File: src/rtl/checker_sched_pkg.sv
// Shared encodings for the checker job scheduler: checker modes, FSM states,
// result status codes and a small one-hot helper.
package checker_sched_pkg;

  localparam logic [1:0] CHECKER_MODE_SINGLE = 2'd0;
  localparam logic [1:0] CHECKER_MODE_LOOP   = 2'd1;
  localparam logic [1:0] CHECKER_MODE_PAGE   = 2'd2;

  typedef enum logic [2:0] {
    CHECKER_SCHED_IDLE  = 3'd0,
    CHECKER_SCHED_START = 3'd1,
    CHECKER_SCHED_RUN   = 3'd2,
    CHECKER_SCHED_RESP  = 3'd3,
    CHECKER_SCHED_ACK   = 3'd4
  } sched_state_t;

  typedef enum logic [2:0] {
    CHECKER_SCHED_ST_END     = 3'd0,
    CHECKER_SCHED_ST_ERR     = 3'd1,
    CHECKER_SCHED_ST_IRQ     = 3'd2,
    CHECKER_SCHED_ST_TIMEOUT = 3'd3,
    CHECKER_SCHED_ST_ABORT   = 3'd4
  } sched_status_t;

  function automatic logic [1:0] onehot_of(input logic id);
    return id ? 2'b10 : 2'b01;
  endfunction

endpackage

File: src/rtl/checker_sched_if.sv
// Bundle of requester, checker and response signals around checker_sched.
// slave = the scheduler; master = requesters plus checker environment.
interface checker_sched_if #(
  parameter int TIMEOUT_W = 24
);

  logic [1:0]           req_valid;
  logic [1:0]           req_ready;
  logic [1:0]           req0_mode;
  logic [1:0]           req1_mode;
  logic [63:0]          req0_addr;
  logic [63:0]          req1_addr;
  logic                 abort;
  logic [TIMEOUT_W-1:0] cfg_timeout;
  logic [1:0]           mode_mode;
  logic [63:0]          mode_addr;
  logic                 mode_start;
  logic                 mode_end;
  logic                 mode_error;
  logic                 mode_irq;
  logic [63:0]          mode_data;
  logic                 mode_ack;
  logic                 resp_valid;
  logic                 resp_ready;
  logic                 resp_id;
  logic [2:0]           resp_status;
  logic [63:0]          resp_data;
  logic                 busy;
  logic [15:0]          stat_jobs;

  modport slave (
    input  req_valid, req0_mode, req1_mode, req0_addr, req1_addr, abort,
           cfg_timeout, mode_end, mode_error, mode_irq, mode_data, resp_ready,
    output req_ready, mode_mode, mode_addr, mode_start, mode_ack, resp_valid,
           resp_id, resp_status, resp_data, busy, stat_jobs
  );

  modport master (
    output req_valid, req0_mode, req1_mode, req0_addr, req1_addr, abort,
           cfg_timeout, mode_end, mode_error, mode_irq, mode_data, resp_ready,
    input  req_ready, mode_mode, mode_addr, mode_start, mode_ack, resp_valid,
           resp_id, resp_status, resp_data, busy, stat_jobs
  );

endinterface

File: src/rtl/checker_sched_rr.sv
// Two-way round-robin arbiter: on a tie the requester that did not win last
// time is granted. Purely combinational.
module checker_sched_rr
  import checker_sched_pkg::*;
(
  input  logic [1:0] req_valid_i,
  input  logic       last_grant_i,
  output logic [1:0] grant_o,
  output logic       grant_id_o
);

  always_comb begin
    // NOTE: every output gets a default first so no path through the case
    // leaves a value unassigned, which would infer a latch.
    grant_o    = 2'b00;
    grant_id_o = last_grant_i;
    unique case (req_valid_i)
      2'b01:   grant_id_o = 1'b0;
      2'b10:   grant_id_o = 1'b1;
      2'b11:   grant_id_o = ~last_grant_i;
      default: grant_id_o = last_grant_i;
    endcase
    if (req_valid_i != 2'b00) grant_o = onehot_of(grant_id_o);
  end

endmodule

File: src/rtl/checker_sched.sv
// Shares the checker between two requesters and sequences one job at a time
// through start, run, interrupt acknowledge and tagged completion.
module checker_sched
  import checker_sched_pkg::*;
#(
  parameter int TIMEOUT_W = 24
) (
  input  logic            sys_clk,
  input  logic            sys_rst_n,
  checker_sched_if.slave  bus
);

  sched_state_t         state_q, state_d;
  logic                 last_grant_q, last_grant_d;
  logic [TIMEOUT_W-1:0] cnt_q, cnt_d;
  logic [1:0]           mode_mode_q, mode_mode_d;
  logic [63:0]          mode_addr_q, mode_addr_d;
  logic                 mode_start_q, mode_start_d;
  logic                 resp_id_q, resp_id_d;
  sched_status_t        resp_status_q, resp_status_d;
  logic [63:0]          resp_data_q, resp_data_d;
  logic [15:0]          stat_jobs_q, stat_jobs_d;

  logic [1:0] grant;
  logic       grant_id;
  logic       timeout_hit;
  logic       run_event;

  checker_sched_rr u_rr (
    .req_valid_i  (bus.req_valid),
    .last_grant_i (last_grant_q),
    .grant_o      (grant),
    .grant_id_o   (grant_id)
  );

  assign timeout_hit = (bus.cfg_timeout != '0) && (cnt_q == bus.cfg_timeout);

  always_comb begin
    state_d       = state_q;
    last_grant_d  = last_grant_q;
    cnt_d         = cnt_q;
    mode_mode_d   = mode_mode_q;
    mode_addr_d   = mode_addr_q;
    mode_start_d  = mode_start_q;
    resp_id_d     = resp_id_q;
    resp_status_d = resp_status_q;
    resp_data_d   = resp_data_q;
    stat_jobs_d   = stat_jobs_q;
    run_event     = 1'b0;

    unique case (state_q)
      CHECKER_SCHED_IDLE: begin
        if (grant != 2'b00) begin
          mode_mode_d  = grant_id ? bus.req1_mode : bus.req0_mode;
          mode_addr_d  = grant_id ? bus.req1_addr : bus.req0_addr;
          resp_id_d    = grant_id;
          last_grant_d = grant_id;
          state_d      = CHECKER_SCHED_START;
        end
      end

      CHECKER_SCHED_START: begin
        cnt_d = '0;
        if (bus.abort) begin
          // Job dropped before the checker ever saw mode_start.
          resp_status_d = CHECKER_SCHED_ST_ABORT;
          resp_data_d   = '0;
          state_d       = CHECKER_SCHED_RESP;
        end else begin
          mode_start_d = 1'b1;
          state_d      = CHECKER_SCHED_RUN;
        end
      end

      CHECKER_SCHED_RUN: begin
        run_event = 1'b1;
        if (bus.mode_end) begin
          resp_status_d = CHECKER_SCHED_ST_END;
          mode_start_d  = 1'b0;
        end else if (bus.mode_error) begin
          resp_status_d = CHECKER_SCHED_ST_ERR;
          mode_start_d  = 1'b0;
        end else if (bus.abort) begin
          resp_status_d = CHECKER_SCHED_ST_ABORT;
          mode_start_d  = 1'b0;
        end else if (timeout_hit) begin
          resp_status_d = CHECKER_SCHED_ST_TIMEOUT;
          mode_start_d  = 1'b0;
        end else if (bus.mode_irq) begin
          resp_status_d = CHECKER_SCHED_ST_IRQ;
        end else begin
          run_event = 1'b0;
        end

        if (run_event) begin
          resp_data_d = bus.mode_data;
          state_d     = CHECKER_SCHED_RESP;
        end else if (cnt_q != '1) begin
          cnt_d = cnt_q + 1'b1;
        end
      end

      CHECKER_SCHED_RESP: begin
        if (bus.resp_ready) begin
          if (resp_status_q == CHECKER_SCHED_ST_IRQ) begin
            state_d = CHECKER_SCHED_ACK;
          end else begin
            stat_jobs_d = stat_jobs_q + 16'd1;
            state_d     = CHECKER_SCHED_IDLE;
          end
        end
      end

      CHECKER_SCHED_ACK: begin
        cnt_d   = '0;
        state_d = CHECKER_SCHED_RUN;
      end

      default: state_d = CHECKER_SCHED_IDLE;
    endcase
  end

  always_ff @(posedge sys_clk or negedge sys_rst_n) begin
    if (!sys_rst_n) begin
      state_q       <= CHECKER_SCHED_IDLE;
      last_grant_q  <= 1'b1;
      cnt_q         <= '0;
      mode_mode_q   <= CHECKER_MODE_SINGLE;
      mode_addr_q   <= '0;
      mode_start_q  <= 1'b0;
      resp_id_q     <= 1'b0;
      resp_status_q <= CHECKER_SCHED_ST_END;
      resp_data_q   <= '0;
      stat_jobs_q   <= '0;
    end else begin
      // NOTE: non-blocking assignments so every register samples the
      // pre-edge value of the others, independent of statement order.
      state_q       <= state_d;
      last_grant_q  <= last_grant_d;
      cnt_q         <= cnt_d;
      mode_mode_q   <= mode_mode_d;
      mode_addr_q   <= mode_addr_d;
      mode_start_q  <= mode_start_d;
      resp_id_q     <= resp_id_d;
      resp_status_q <= resp_status_d;
      resp_data_q   <= resp_data_d;
      stat_jobs_q   <= stat_jobs_d;
    end
  end

  assign bus.req_ready   = (state_q == CHECKER_SCHED_IDLE) ? grant : 2'b00;
  assign bus.mode_mode   = mode_mode_q;
  assign bus.mode_addr   = mode_addr_q;
  assign bus.mode_start  = mode_start_q;
  assign bus.mode_ack    = (state_q == CHECKER_SCHED_ACK);
  assign bus.resp_valid  = (state_q == CHECKER_SCHED_RESP);
  assign bus.resp_id     = resp_id_q;
  assign bus.resp_status = resp_status_q;
  assign bus.resp_data   = resp_data_q;
  assign bus.busy        = (state_q != CHECKER_SCHED_IDLE);
  assign bus.stat_jobs   = stat_jobs_q;

endmodule

File: src/flat_wrapper.sv
// flat-port wrapper written by rule: the top's interface ports become plain ports
module checker_sched_flat import checker_sched_pkg::*;
#(
  parameter int TIMEOUT_W = 24
)
  (sys_clk, sys_rst_n, bus_req_valid, bus_req0_mode, bus_req1_mode, bus_req0_addr, bus_req1_addr, bus_abort, bus_cfg_timeout, bus_mode_end, bus_mode_error, bus_mode_irq, bus_mode_data, bus_resp_ready, bus_req_ready, bus_mode_mode, bus_mode_addr, bus_mode_start, bus_mode_ack, bus_resp_valid, bus_resp_id, bus_resp_status, bus_resp_data, bus_busy, bus_stat_jobs);
  checker_sched_if #(.TIMEOUT_W(TIMEOUT_W)) bus_i ();
  input  logic sys_clk;
  input  logic sys_rst_n;
  input wire logic [$bits(bus_i.req_valid)-1:0] bus_req_valid;
  input wire logic [$bits(bus_i.req0_mode)-1:0] bus_req0_mode;
  input wire logic [$bits(bus_i.req1_mode)-1:0] bus_req1_mode;
  input wire logic [$bits(bus_i.req0_addr)-1:0] bus_req0_addr;
  input wire logic [$bits(bus_i.req1_addr)-1:0] bus_req1_addr;
  input wire logic [$bits(bus_i.abort)-1:0] bus_abort;
  input wire logic [$bits(bus_i.cfg_timeout)-1:0] bus_cfg_timeout;
  input wire logic [$bits(bus_i.mode_end)-1:0] bus_mode_end;
  input wire logic [$bits(bus_i.mode_error)-1:0] bus_mode_error;
  input wire logic [$bits(bus_i.mode_irq)-1:0] bus_mode_irq;
  input wire logic [$bits(bus_i.mode_data)-1:0] bus_mode_data;
  input wire logic [$bits(bus_i.resp_ready)-1:0] bus_resp_ready;
  output wire logic [$bits(bus_i.req_ready)-1:0] bus_req_ready;
  output wire logic [$bits(bus_i.mode_mode)-1:0] bus_mode_mode;
  output wire logic [$bits(bus_i.mode_addr)-1:0] bus_mode_addr;
  output wire logic [$bits(bus_i.mode_start)-1:0] bus_mode_start;
  output wire logic [$bits(bus_i.mode_ack)-1:0] bus_mode_ack;
  output wire logic [$bits(bus_i.resp_valid)-1:0] bus_resp_valid;
  output wire logic [$bits(bus_i.resp_id)-1:0] bus_resp_id;
  output wire logic [$bits(bus_i.resp_status)-1:0] bus_resp_status;
  output wire logic [$bits(bus_i.resp_data)-1:0] bus_resp_data;
  output wire logic [$bits(bus_i.busy)-1:0] bus_busy;
  output wire logic [$bits(bus_i.stat_jobs)-1:0] bus_stat_jobs;
  assign bus_i.req_valid = bus_req_valid;
  assign bus_i.req0_mode = bus_req0_mode;
  assign bus_i.req1_mode = bus_req1_mode;
  assign bus_i.req0_addr = bus_req0_addr;
  assign bus_i.req1_addr = bus_req1_addr;
  assign bus_i.abort = bus_abort;
  assign bus_i.cfg_timeout = bus_cfg_timeout;
  assign bus_i.mode_end = bus_mode_end;
  assign bus_i.mode_error = bus_mode_error;
  assign bus_i.mode_irq = bus_mode_irq;
  assign bus_i.mode_data = bus_mode_data;
  assign bus_i.resp_ready = bus_resp_ready;
  assign bus_req_ready = bus_i.req_ready;
  assign bus_mode_mode = bus_i.mode_mode;
  assign bus_mode_addr = bus_i.mode_addr;
  assign bus_mode_start = bus_i.mode_start;
  assign bus_mode_ack = bus_i.mode_ack;
  assign bus_resp_valid = bus_i.resp_valid;
  assign bus_resp_id = bus_i.resp_id;
  assign bus_resp_status = bus_i.resp_status;
  assign bus_resp_data = bus_i.resp_data;
  assign bus_busy = bus_i.busy;
  assign bus_stat_jobs = bus_i.stat_jobs;
  checker_sched #(.TIMEOUT_W(TIMEOUT_W)) u_core (.sys_clk(sys_clk), .sys_rst_n(sys_rst_n), .bus(bus_i));
endmodule
File: config.mk
export PLATFORM = sky130hd
export DESIGN_NAME = checker_sched_flat
export DESIGN_NICKNAME = d
export VERILOG_FILES = /design/src/rtl/checker_sched_pkg.sv /design/src/rtl/checker_sched_if.sv /design/src/rtl/checker_sched_rr.sv /design/src/rtl/checker_sched.sv /design/src/flat_wrapper.sv
export SDC_FILE = /design/constraint.sdc
export NUM_CORES = 1
export LEC_CHECK = 0
export BUFFER_PORTS_ARGS = -buffer_cell sky130_fd_sc_hd__buf_2
export CORE_AREA = 2 2 151 153
export CTS_BUF_LIST = sky130_fd_sc_hd__clkbuf_2 sky130_fd_sc_hd__clkbuf_4 sky130_fd_sc_hd__clkbuf_8
export DETAILED_ROUTE_END_ITERATION = 16
export DIE_AREA = 0 0 153 155
export GPL_ROUTABILITY_DRIVEN = 1
export MAX_ROUTING_LAYER = met4
export PLACE_DENSITY = 0.66
export RECOVER_POWER = 25
export SLEW_MARGIN = 5
export SYNTH_ARGS = -nofsm -noshare
export SYNTH_HDL_FRONTEND = slang
export SYNTH_SLANG_ARGS = --single-unit
export TNS_END_PERCENT = 100
File: constraint.sdc
create_clock -name sys_clk -period 3.45 [get_ports sys_clk]
set_input_delay 0.69 -clock sys_clk [delete_from_list [all_inputs] [get_ports sys_clk]]
set_output_delay 0.69 -clock sys_clk [all_outputs]
set_load 0.03 [all_outputs]
==> flow_metrics.env, run 1 <==
export IMPL_fin_crit_sh_pct=78.57
export IMPL_totalPowerFinal_w=0.009162
export IMPL_cts_resized=0
export IMPL_numPortBuffers=384
export IMPL_timing_fmax_ghz=0.3689
export IMPL_cp_startpoint="u_core.cnt_q[0]$_DFFE_PN0P_"
export IMPL_ant_nets=0
export IMPL_grt_busiest_layer="met2"
export IMPL_track_usage_pct=20.77
export IMPL_insertion_delay_ps=460
export IMPL_n_fill_cell=2091
export IMPL_syn_nets=973
export IMPL_die_w_microns=153
export IMPL_syn_area_sq_um=8207
export IMPL_final_nets=1342
export IMPL_first_global_vias=7000
export IMPL_critPathRequiredTime_ps=3820
export IMPL_grtUsageMet1_pct=25.47
export IMPL_grt_remaining_overflow=0
export IMPL_critical_path_startpoint_type="flop"
export IMPL_cp_max_fo=22
export IMPL_synth_seq_cells=179
export IMPL_finalCriticalPeriod_ps=2711
export IMPL_violations="capacitance limit, slew limit"
export IMPL_synth_top_area_share_pct=54.28
export IMPL_synth_area_top_cells="dfrtp_1 54%, mux2i_1 9.0%, a22o_1 6.9%"
export IMPL_postCtsHoldBufs=0
export IMPL_die_area_sq_um=23720
export IMPL_synth_edf_count=0
export IMPL_relSlewSlack_pct=-43.33
export IMPL_yosys_area_top_type="dfrtp_1"
export IMPL_boundaryPins=385
export IMPL_grt_max_degree=135
export IMPL_gr_usage_met2_pct=33.95
export IMPL_p_leak_nw=5.596
export IMPL_skew_ps=20.31
export IMPL_crit_path_end_kind="flop"
export IMPL_seq_area_frac_synth_pct=54.60
export IMPL_viasPerCell=5.048
export IMPL_drt_iter0_drc=389
export IMPL_setup_viol=0
export IMPL_drc_errors=0
export IMPL_worstReg2RegStart="u_core.cnt_q[0]$_DFFE_PN0P_"
export IMPL_gp_congestion=0.9407
export IMPL_clk_pin_slew_worst_paths_ps=110
export IMPL_dr_pass1_iters=4
export IMPL_whs_ps=435.9
export IMPL_max_vdd_ir_drop_mv=0.4111
export IMPL_drt_wl_total_mm=24.44
export IMPL_route_detailed_wl_per_inst_microns=17.31
export IMPL_synth_cell_types=55
export IMPL_hold_viol=0
export IMPL_initial_core_util_pct=36.92
export IMPL_drv_cap=1
export IMPL_min_path_type="primary input to flop"
export IMPL_synth_avg_cell_area_sq_um=11.06
export IMPL_status="finished, violations left"
export IMPL_core_area_sq_um=22230
export IMPL_final_max_slew_violation_count=83
export IMPL_drive_gt1_share_pct=39.68
export IMPL_htree_levels=4
export IMPL_cts_sinks=179
export IMPL_detailed_place_hpwl_mm=18.42
export IMPL_grt_pass1_wl_mm=37.81
export IMPL_syn2layout_area_growth_pct=32.03
export IMPL_worstPathArrival_ps=3080
export IMPL_cts_setup_buffers=0
export IMPL_power_density_nw_per_um2=845.6
export IMPL_path_class="flop to flop"
export IMPL_antenna_found_initial=3
export IMPL_tightest_slew_ps=2150
export IMPL_synth_ff_type="dfrtp_1"
export IMPL_rsz0062_at_grt="no"
export IMPL_die_h_microns=155
export IMPL_cts_tree="done"
export IMPL_num_vias=7128
export IMPL_fin_tns_setup_ps=0
export IMPL_syn_instance_count=742
export IMPL_hold_path_startpoint="bus_mode_data[22]"
export IMPL_ys_warnings_count=0
export IMPL_grtUsageMet3_pct=4.206
export IMPL_async_reset_ff_share_pct=100.0
export IMPL_root_buffer="clkbuf_8"
export IMPL_rows=55
export IMPL_cts_buffers=17
export IMPL_cts_path_max_buffers=2
-- worst paths after layout --
check / to / slack, ps / cells after the start
setup reg to reg: u_core.cnt_q[1]$_DFFE_PN0P_ / 740 / 8
max in group asynchronous: u_core.bus.mode_addr[12]$_DFFE_PN0P_ / 1120 / 2
hold reg to reg: u_core.bus.stat_jobs[15]$_DFFE_PN0P_ / 470 / 1
setup / recovery: u_core.cnt_q[1]$_DFFE_PN0P_ / 740 / 8
hold / removal: u_core.bus.resp_data[22]$_DFFE_PN0P_ / 440 / 2
min in group asynchronous: u_core.cnt_q[12]$_DFFE_PN0P_ / 820 / 1
-- cells in the mapped netlist (4+ instances only) --
master    instances
a21oi_1          15
a22o_1           65
and3_1            6
buf_1             5
buf_2             4
buf_4             6
clkbuf_1         28
clkbuf_8          5
dfrtp_1         178
inv_1             7
mux2i_1          74
nand2_1         102
nand2b_1          8
nand3_1          11
nand4_1          11
nor2_1           13
nor3_1           10
nor4_1           14
o21ai_0          73
o31ai_1           9
or3_1             4
or4_1            10
xnor2_1          19
xor2_1           21
-- kinds of logic (layout without fill, tap and decap cells) --
family | after synthesis | after routing | synth area share [%]
fa+ha+maj | 2 | 2 | 0.3049
flops | 179 | 179 | 54.60
compound gates | 180 | 180 | 14.83
mux | 75 | 75 | 9.163
buf+inv | 55 | 437 | 3.461
xor+xnor | 40 | 40 | 4.269
simple gates | 211 | 211 | 13.37
other cells | 0 | 3 | 0
-- metrics by stage --
step                      util [%]  instances  area, sq um  setup slack [ps]
final                        48.75       1412        10840             739.4
after global routing         48.75       1412        10840             561.3
after CTS                    48.76       1409        10840             759.1
after detailed placement     46.98       1377        10440             568.2
after global placement       46.98       1377        10440             578.5
after floorplan                  -        742         8207             570.7
-- registers in the layout, indices dropped and copies added, names as in the netlist --
signal / flops
u_core.bus.resp_data: 64
u_core.bus.resp_status: 3
u_core.cnt_q: 24
u_core.bus.stat_jobs: 16
u_core.bus.resp_id: 1
u_core.state_q: 3
u_core.bus.mode_mode: 2
u_core.bus.mode_addr: 64
u_core.last_grant_q: 1
u_core.bus.mode_start: 1
-- critical path: stages (launching register included) --
cell and delay [ps]:
dfrtp_1 480, ha_1 310, nand3_1 130, or4_4 580, and4bb_2 480, nand2b_1 140, buf_4 240, o21ai_0 100
a21oi_1 170
-- metal layers --
layer / vias to the layer above / wire (microns)
met4: 0 / 635
met2: 252 / 12290
met1: 3405 / 10390
met3: 40 / 1125
li1: 3431 / -
met5: - / 0
-- cells in the final DEF (no fill, tap or decap), drive strengths merged, types with 2 or more instances in the layout --
cell type  netlist  layout
a21o             2       2
a21oi           16      16
a22o            65      65
a31oi            2       2
and2             3       3
and3             6       6
and4             4       4
buf             15     396
clkbuf          33      19
clkinv           0       3
dfrtp          178     178
diode            0       3
ha               2       2
inv              7      17
mux2i           74      74
nand2          102     102
nand2b           8       8
nand3           12      12
nand4           12      12
nor2            13      13
nor3            10      10
nor3b            2       2
nor4            16      16
o21ai           76      76
o31ai            9       9
o41ai            2       2
or3              6       6
or4             13      13
xnor2           19      19
xor2            21      21
-- layout make-up --
type / count / area (sq um) / share of cell area (%)
Timing Repair Buffer: 398 / 2086 / 19.25
Antenna cell: 3 / 7.507 / 0.06928
Clock buffer: 17 / 234.0 / 2.159
Tap cell: 285 / 356.6 / 3.291
Sequential cell: 179 / 4481 / 41.35
Clock inverter: 15 / 161.4 / 1.490
Inverter: 7 / 26.28 / 0.2425
Multi-Input combinational cell: 508 / 3483 / 32.15
-- report_power, final --
part           total (W)  internal [W]  switching, W
Combinational    0.00439       0.00144       0.00295
Sequential       0.00330       0.00285      0.000458
Clock            0.00147      0.000609      0.000862
Power figures use the tool's default switching activity.
==> run 2, diff against run 1 <==
CORE_AREA = 2 2 148 150   (was 2 2 151 153)
DIE_AREA = 0 0 150 152   (was 0 0 153 155)
PLACE_DENSITY = 0.71   (was 0.66)
clock period = 2.44 ns   (was 3.45 ns; I/O delays follow)
==> flow_metrics.env, run 2 (synthesized netlist as in run 1, its figures left out) <==
export IMPL_p_leak_nw=5.845
export IMPL_antenna_found_initial=3
export IMPL_drt_wl_total_mm=24.31
export IMPL_design_area_sq_um=11310
export IMPL_hold_path_startpoint="bus_mode_data[1]"
export IMPL_core_area_sq_um=21350
export IMPL_die_w_microns=150
export IMPL_track_usage_pct=22.13
export IMPL_critical_path_startpoint_type="primary input"
export IMPL_cts_buffers=17
export IMPL_syn2layout_area_growth_pct=37.81
export IMPL_rows=54
export IMPL_cp_startpoint="bus_cfg_timeout[0]"
export IMPL_clk_pin_slew_worst_paths_ps=120
export IMPL_post_dp_cell_area_sq_um=10710
export IMPL_initial_core_util_pct=38.44
export IMPL_cp_max_fo=6
export IMPL_final_cell_mix="382 x buf_2, 177 x dfrtp_1, 102 x nand2_1, 74 x mux2i_1, 73 x o21ai_0"
export IMPL_route_detailed_wl_per_inst_microns=16.81
export IMPL_status="completed"
export IMPL_cts_tree="done"
export IMPL_grt_remaining_overflow=0
export IMPL_min_path_type="primary input to flop"
export IMPL_insertion_delay_ps=460
export IMPL_dr_pass1_iters=4
export IMPL_r2r_slack_ps=20
export IMPL_gp_congestion=0.8937
export IMPL_power_density_nw_per_um2=1172
export IMPL_detailed_place_hpwl_mm=18.28
export IMPL_boundaryPins=385
export IMPL_tightest_slew_ps=1251
export IMPL_cpMaxStageDelayCell="or4_2"
export IMPL_max_vdd_ir_drop_mv=0.6712
export IMPL_die_area_sq_um=22800
export IMPL_final_max_slew_violation_count=0
export IMPL_numPortBuffers=384
export IMPL_critPathTopFamily="simple AND/OR/NAND/NOR gates"
export IMPL_first_global_vias=7292
export IMPL_dp_cells=1403
export IMPL_hold_viol=0
export IMPL_fin_crit_sh_pct=99.30
export IMPL_finalCriticalPeriod_ps=2423
export IMPL_path_cells="buf_2 -> nor4_1 -> buf_4 -> nand4_1 -> nor2_1 -> nor4_4 -> buf_4 -> buf_12 -> or4_2 -> a21oi_1"
export IMPL_worstPathArrival_ps=2810
export IMPL_cts_path_max_buffers=2
export IMPL_viasPerCell=5.093
export IMPL_worstReg2RegStart="u_core.cnt_q[18]$_DFFE_PN0P_"
export IMPL_mostFrequentLayoutCell="buf_2"
export IMPL_stdcell_count=1446
export IMPL_drive_gt1_share_pct=42.82
export IMPL_setup_viol=0
export IMPL_timing_fmax_ghz=0.4127
export IMPL_final_nets=1381
export IMPL_relSlewSlack_pct=16.58
export IMPL_max_stage_delay_ps=630
export IMPL_grt_pass1_wl_mm=38.68
export IMPL_num_vias=7364
export IMPL_grt_max_degree=135
export IMPL_whs_ps=232.4
export IMPL_die_h_microns=152
export IMPL_path_class="primary input to flop"
export IMPL_rsz0062_at_grt="yes"
export IMPL_drc_errors=0
export IMPL_root_buffer="clkbuf_8"
export IMPL_crit_top_cell="buf_4"
export IMPL_drt_iter0_drc=388
export IMPL_ant_nets=0
export IMPL_skew_ps=22.77
export IMPL_crit_path_end_kind="flop"
export IMPL_htree_levels=4
export IMPL_fin_util_pct=52.97
export IMPL_critPathRequiredTime_ps=2820
export IMPL_path_buf_inv=4
export IMPL_cts_sinks=179
export IMPL_drv_cap=0
[run 2: cell count changes in the layout (fill, tap and decap cells not counted), sizes merged]
cell         delta
dlygate4sd3     +1
clkinvlp        -1
bufbuf          +1
inv             -3
buf            +37
clkinv          +4
[run 2: through the flow]
step / worst slack (ps) / TNS, ps / total power [W]
floorplan: 33.96 / 0 / 0.008882
global route: -50.77 / -1448 / 0.01405
global placement: -276.5 / -18010 / 0.01091
finish: 17.11 / 0 / 0.01326
detailed placement: -264.0 / -17470 / 0.01105
CTS: 17.14 / 0 / 0.01337
[run 2: where the power goes]
group / internal, W / leakage (nW) / switching [W]
clock network: 0.000900 / 0.220 / 0.00130
registers: 0.00402 / 2.31 / 0.000626
logic: 0.00219 / 3.32 / 0.00421
total: 0.00712 / 5.84 / 0.00614
[run 2: worst paths after layout]
path	to	depth (start not counted)
setup / recovery	u_core.cnt_q[14]$_DFFE_PN0P_	10
hold / removal	u_core.bus.resp_data[1]$_DFFE_PN0P_	2
setup reg to reg	u_core.bus.resp_data[40]$_DFFE_PN0P_	9
hold reg to reg	u_core.bus.mode_addr[0]$_DFFE_PN0P_	2
max in group asynchronous	u_core.bus.resp_data[16]$_DFFE_PN0P_	3
min in group asynchronous	u_core.bus.stat_jobs[14]$_DFFE_PN0P_	2
[run 2: area by class of cell]
class,instances,area [sq um]
Tap cell,280,350.3
Clock buffer,17,234.0
Fill cell,1935,10040
Clock inverter,15,207.7
Sequential cell,179,4482
Multi-Input combinational cell,508,3551
Antenna cell,3,7.507
Timing Repair Buffer,437,2451
Inverter,7,26.28
[run 2: routing by layer]
layer  vias to the layer above  part of all wire [%]  track usage, %
met2                       283                    50           36.09
met5                         -                     0               -
met1                      3538                    42           27.90
li1                       3510                     -               -
met3                        33                   5.8           4.354
met4                         0                   2.0           6.559
[run 2: repair_timing]
item | in CTS | in global routing
buffers inserted | 3 | 3
setup endpoints to repair | 57 | 74
pin swaps | 6 | 11
gates cloned | 1 | 0
hold buffers | 1 | 0
gates resized for setup | 6 | 11
endpoints found under the hold margin | 41 | 0
==> run 3, diff against run 2 <==
CORE_AREA = unset   (was 2 2 148 150)
CORE_MARGIN = 2   (was unset)
CORE_UTILIZATION = 25   (was unset)
DIE_AREA = unset   (was 0 0 150 152)
PLACE_DENSITY = unset   (was 0.71)
==> flow_metrics.env, run 3 (synthesized netlist as in run 1, its figures left out) <==
export IMPL_status="completed"
export IMPL_drt_iter0_drc=331
export IMPL_ant_nets=0
export IMPL_route_detailed_wl_per_inst_microns=15.88
export IMPL_clk_pin_slew_worst_paths_ps=110
export IMPL_cts_sinks=179
export IMPL_insertion_delay_ps=500
export IMPL_final_max_slew_violation_count=0
export IMPL_cp_max_fo=6
export IMPL_detailed_place_hpwl_mm=19.72
export IMPL_drive_gt1_share_pct=43.43
export IMPL_core_area_sq_um=32450
export IMPL_critPathRequiredTime_ps=2870
export IMPL_rows=66
export IMPL_whs_ps=195.9
export IMPL_finalCriticalPeriod_ps=2386
export IMPL_max_stage_delay_ps=610
export IMPL_setup_viol=0
export IMPL_initial_core_util_pct=25.29
export IMPL_critical_path_startpoint_type="flop"
export IMPL_mostFrequentLayoutCell="buf_2"
export IMPL_gp_congestion=0.8537
export IMPL_relSlewSlack_pct=33.79
export IMPL_cts_buffers=17
export IMPL_grt_max_degree=135
export IMPL_num_vias=7310
export IMPL_post_place_ws_ps=-315.5
export IMPL_max_vdd_ir_drop_mv=0.4948
export IMPL_drv_cap=0
export IMPL_numPortBuffers=384
export IMPL_htree_levels=4
export IMPL_boundaryPins=385
export IMPL_tightest_slew_ps=993.2
export IMPL_n_fill_cell=3308
export IMPL_final_nets=1397
export IMPL_die_w_microns=185.2
export IMPL_p_leak_nw=5.905
export IMPL_drt_wl_total_mm=25.77
export IMPL_critPathTopFamily="simple AND/OR/NAND/NOR gates"
export IMPL_path_cells="ha_2 -> nand3_2 -> or4_4 -> buf_4 -> buf_4 -> or4_2 -> a21oi_2"
export IMPL_drc_errors=0
export IMPL_final_cell_mix="382 x buf_2, 177 x dfrtp_1, 102 x nand2_1, 74 x mux2i_1, 73 x o21ai_0"
export IMPL_track_usage_pct=15.23
export IMPL_totalPowerFinal_w=0.01342
export IMPL_die_area_sq_um=34290
export IMPL_min_path_type="primary input to flop"
export IMPL_die_h_microns=185.2
export IMPL_worstPathArrival_ps=2810
export IMPL_path_buf_inv=2
export IMPL_timing_fmax_ghz=0.4191
export IMPL_cts_tree="done"
export IMPL_path_class="flop to flop"
export IMPL_root_buffer="clkbuf_8"
export IMPL_setup_slack_ps=53.70
export IMPL_cts_path_max_buffers=2
export IMPL_crit_path_end_kind="flop"
export IMPL_cpMaxStageDelayCell="or4_2"
export IMPL_power_density_nw_per_um2=1156
export IMPL_rsz0062_at_grt="yes"
export IMPL_viasPerCell=4.504
export IMPL_first_global_vias=7213
export IMPL_hold_viol=0
export IMPL_crit_top_cell="buf_4"
export IMPL_fin_crit_sh_pct=97.80
export IMPL_antenna_found_initial=2
export IMPL_syn2layout_area_growth_pct=41.41
export IMPL_grt_remaining_overflow=0
export IMPL_skew_ps=21.75
export IMPL_grt_pass1_wl_mm=39.14
export IMPL_dr_pass1_iters=4
[run 3: cell types whose count changed in the layout (fill, tap and decap cells not counted), sizes merged, moves of 2 or more]
| cell | delta |
|---|---|
| clkbuf | +5 |
| clkinv | -4 |
| inv | -2 |
| buf | +17 |
| clkinvlp | +2 |
[run 3: final timing paths]
kind / from / end / slack, ps / cells after the start
max: u_core.cnt_q[1]$_DFFE_PN0P_ / u_core.cnt_q[14]$_DFFE_PN0P_ / 50 / 7
min: bus_mode_data[4] / u_core.bus.resp_data[4]$_DFFE_PN0P_ / 200 / 2
max reg2reg: u_core.cnt_q[1]$_DFFE_PN0P_ / u_core.cnt_q[14]$_DFFE_PN0P_ / 50 / 7
min reg2reg: u_core.bus.stat_jobs[15]$_DFFE_PN0P_ / u_core.bus.stat_jobs[15]$_DFFE_PN0P_ / 470 / 1
max in group asynchronous: sys_rst_n / u_core.bus.mode_addr[29]$_DFFE_PN0P_ / 270 / 3
min in group asynchronous: sys_rst_n / u_core.bus.resp_data[13]$_DFFE_PN0P_ / 660 / 2
[run 3: metal layers]
metal	up-vias	track usage [%]	wire length [microns]
met5	-	-	0
met4	0	5.175	445
met3	27	3.618	1425
met2	250	25.00	12960
met1	3492	18.39	10940
li1	3541	-	-
[run 3: final cells by class]
class	count	area, sq um	share of cell area, %
clock inverter	10	88.84	0.7655
clock buffer	22	296.5	2.555
multi-input combinational	508	3536	30.47
inverter	7	26.28	0.2264
tap	442	553.0	4.765
antenna	2	5.005	0.04313
timing repair buffer	453	2618	22.56
sequential	179	4482	38.62
[run 3: timing repair]
action,CTS,global route
hold endpoints to repair,14,0
hold buffers,1,0
pin swaps,4,5
setup endpoints to repair,68,69
gates resized for setup,7,12
setup buffers,2,5
gates cloned,0,1
[run 3: power breakdown]
group          internal (W)  switching, W  total [W]
Sequential          0.00403      0.000630    0.00466
Clock              0.000853       0.00120    0.00205
Combinational       0.00243       0.00429    0.00671
[run 3: through the flow]
stage | std cells | TNS (ps) | util [%] | cell area [sq um]
finish | 1623 | 0 | 35.76 | 11600
global placement | 1580 | -20530 | 34.08 | 11060
detailed placement | 1580 | -20790 | 34.08 | 11060
global route | 1623 | -788.3 | 35.76 | 11600
CTS | 1615 | 0 | 35.42 | 11490
floorplan | 742 | 0 | - | 8208
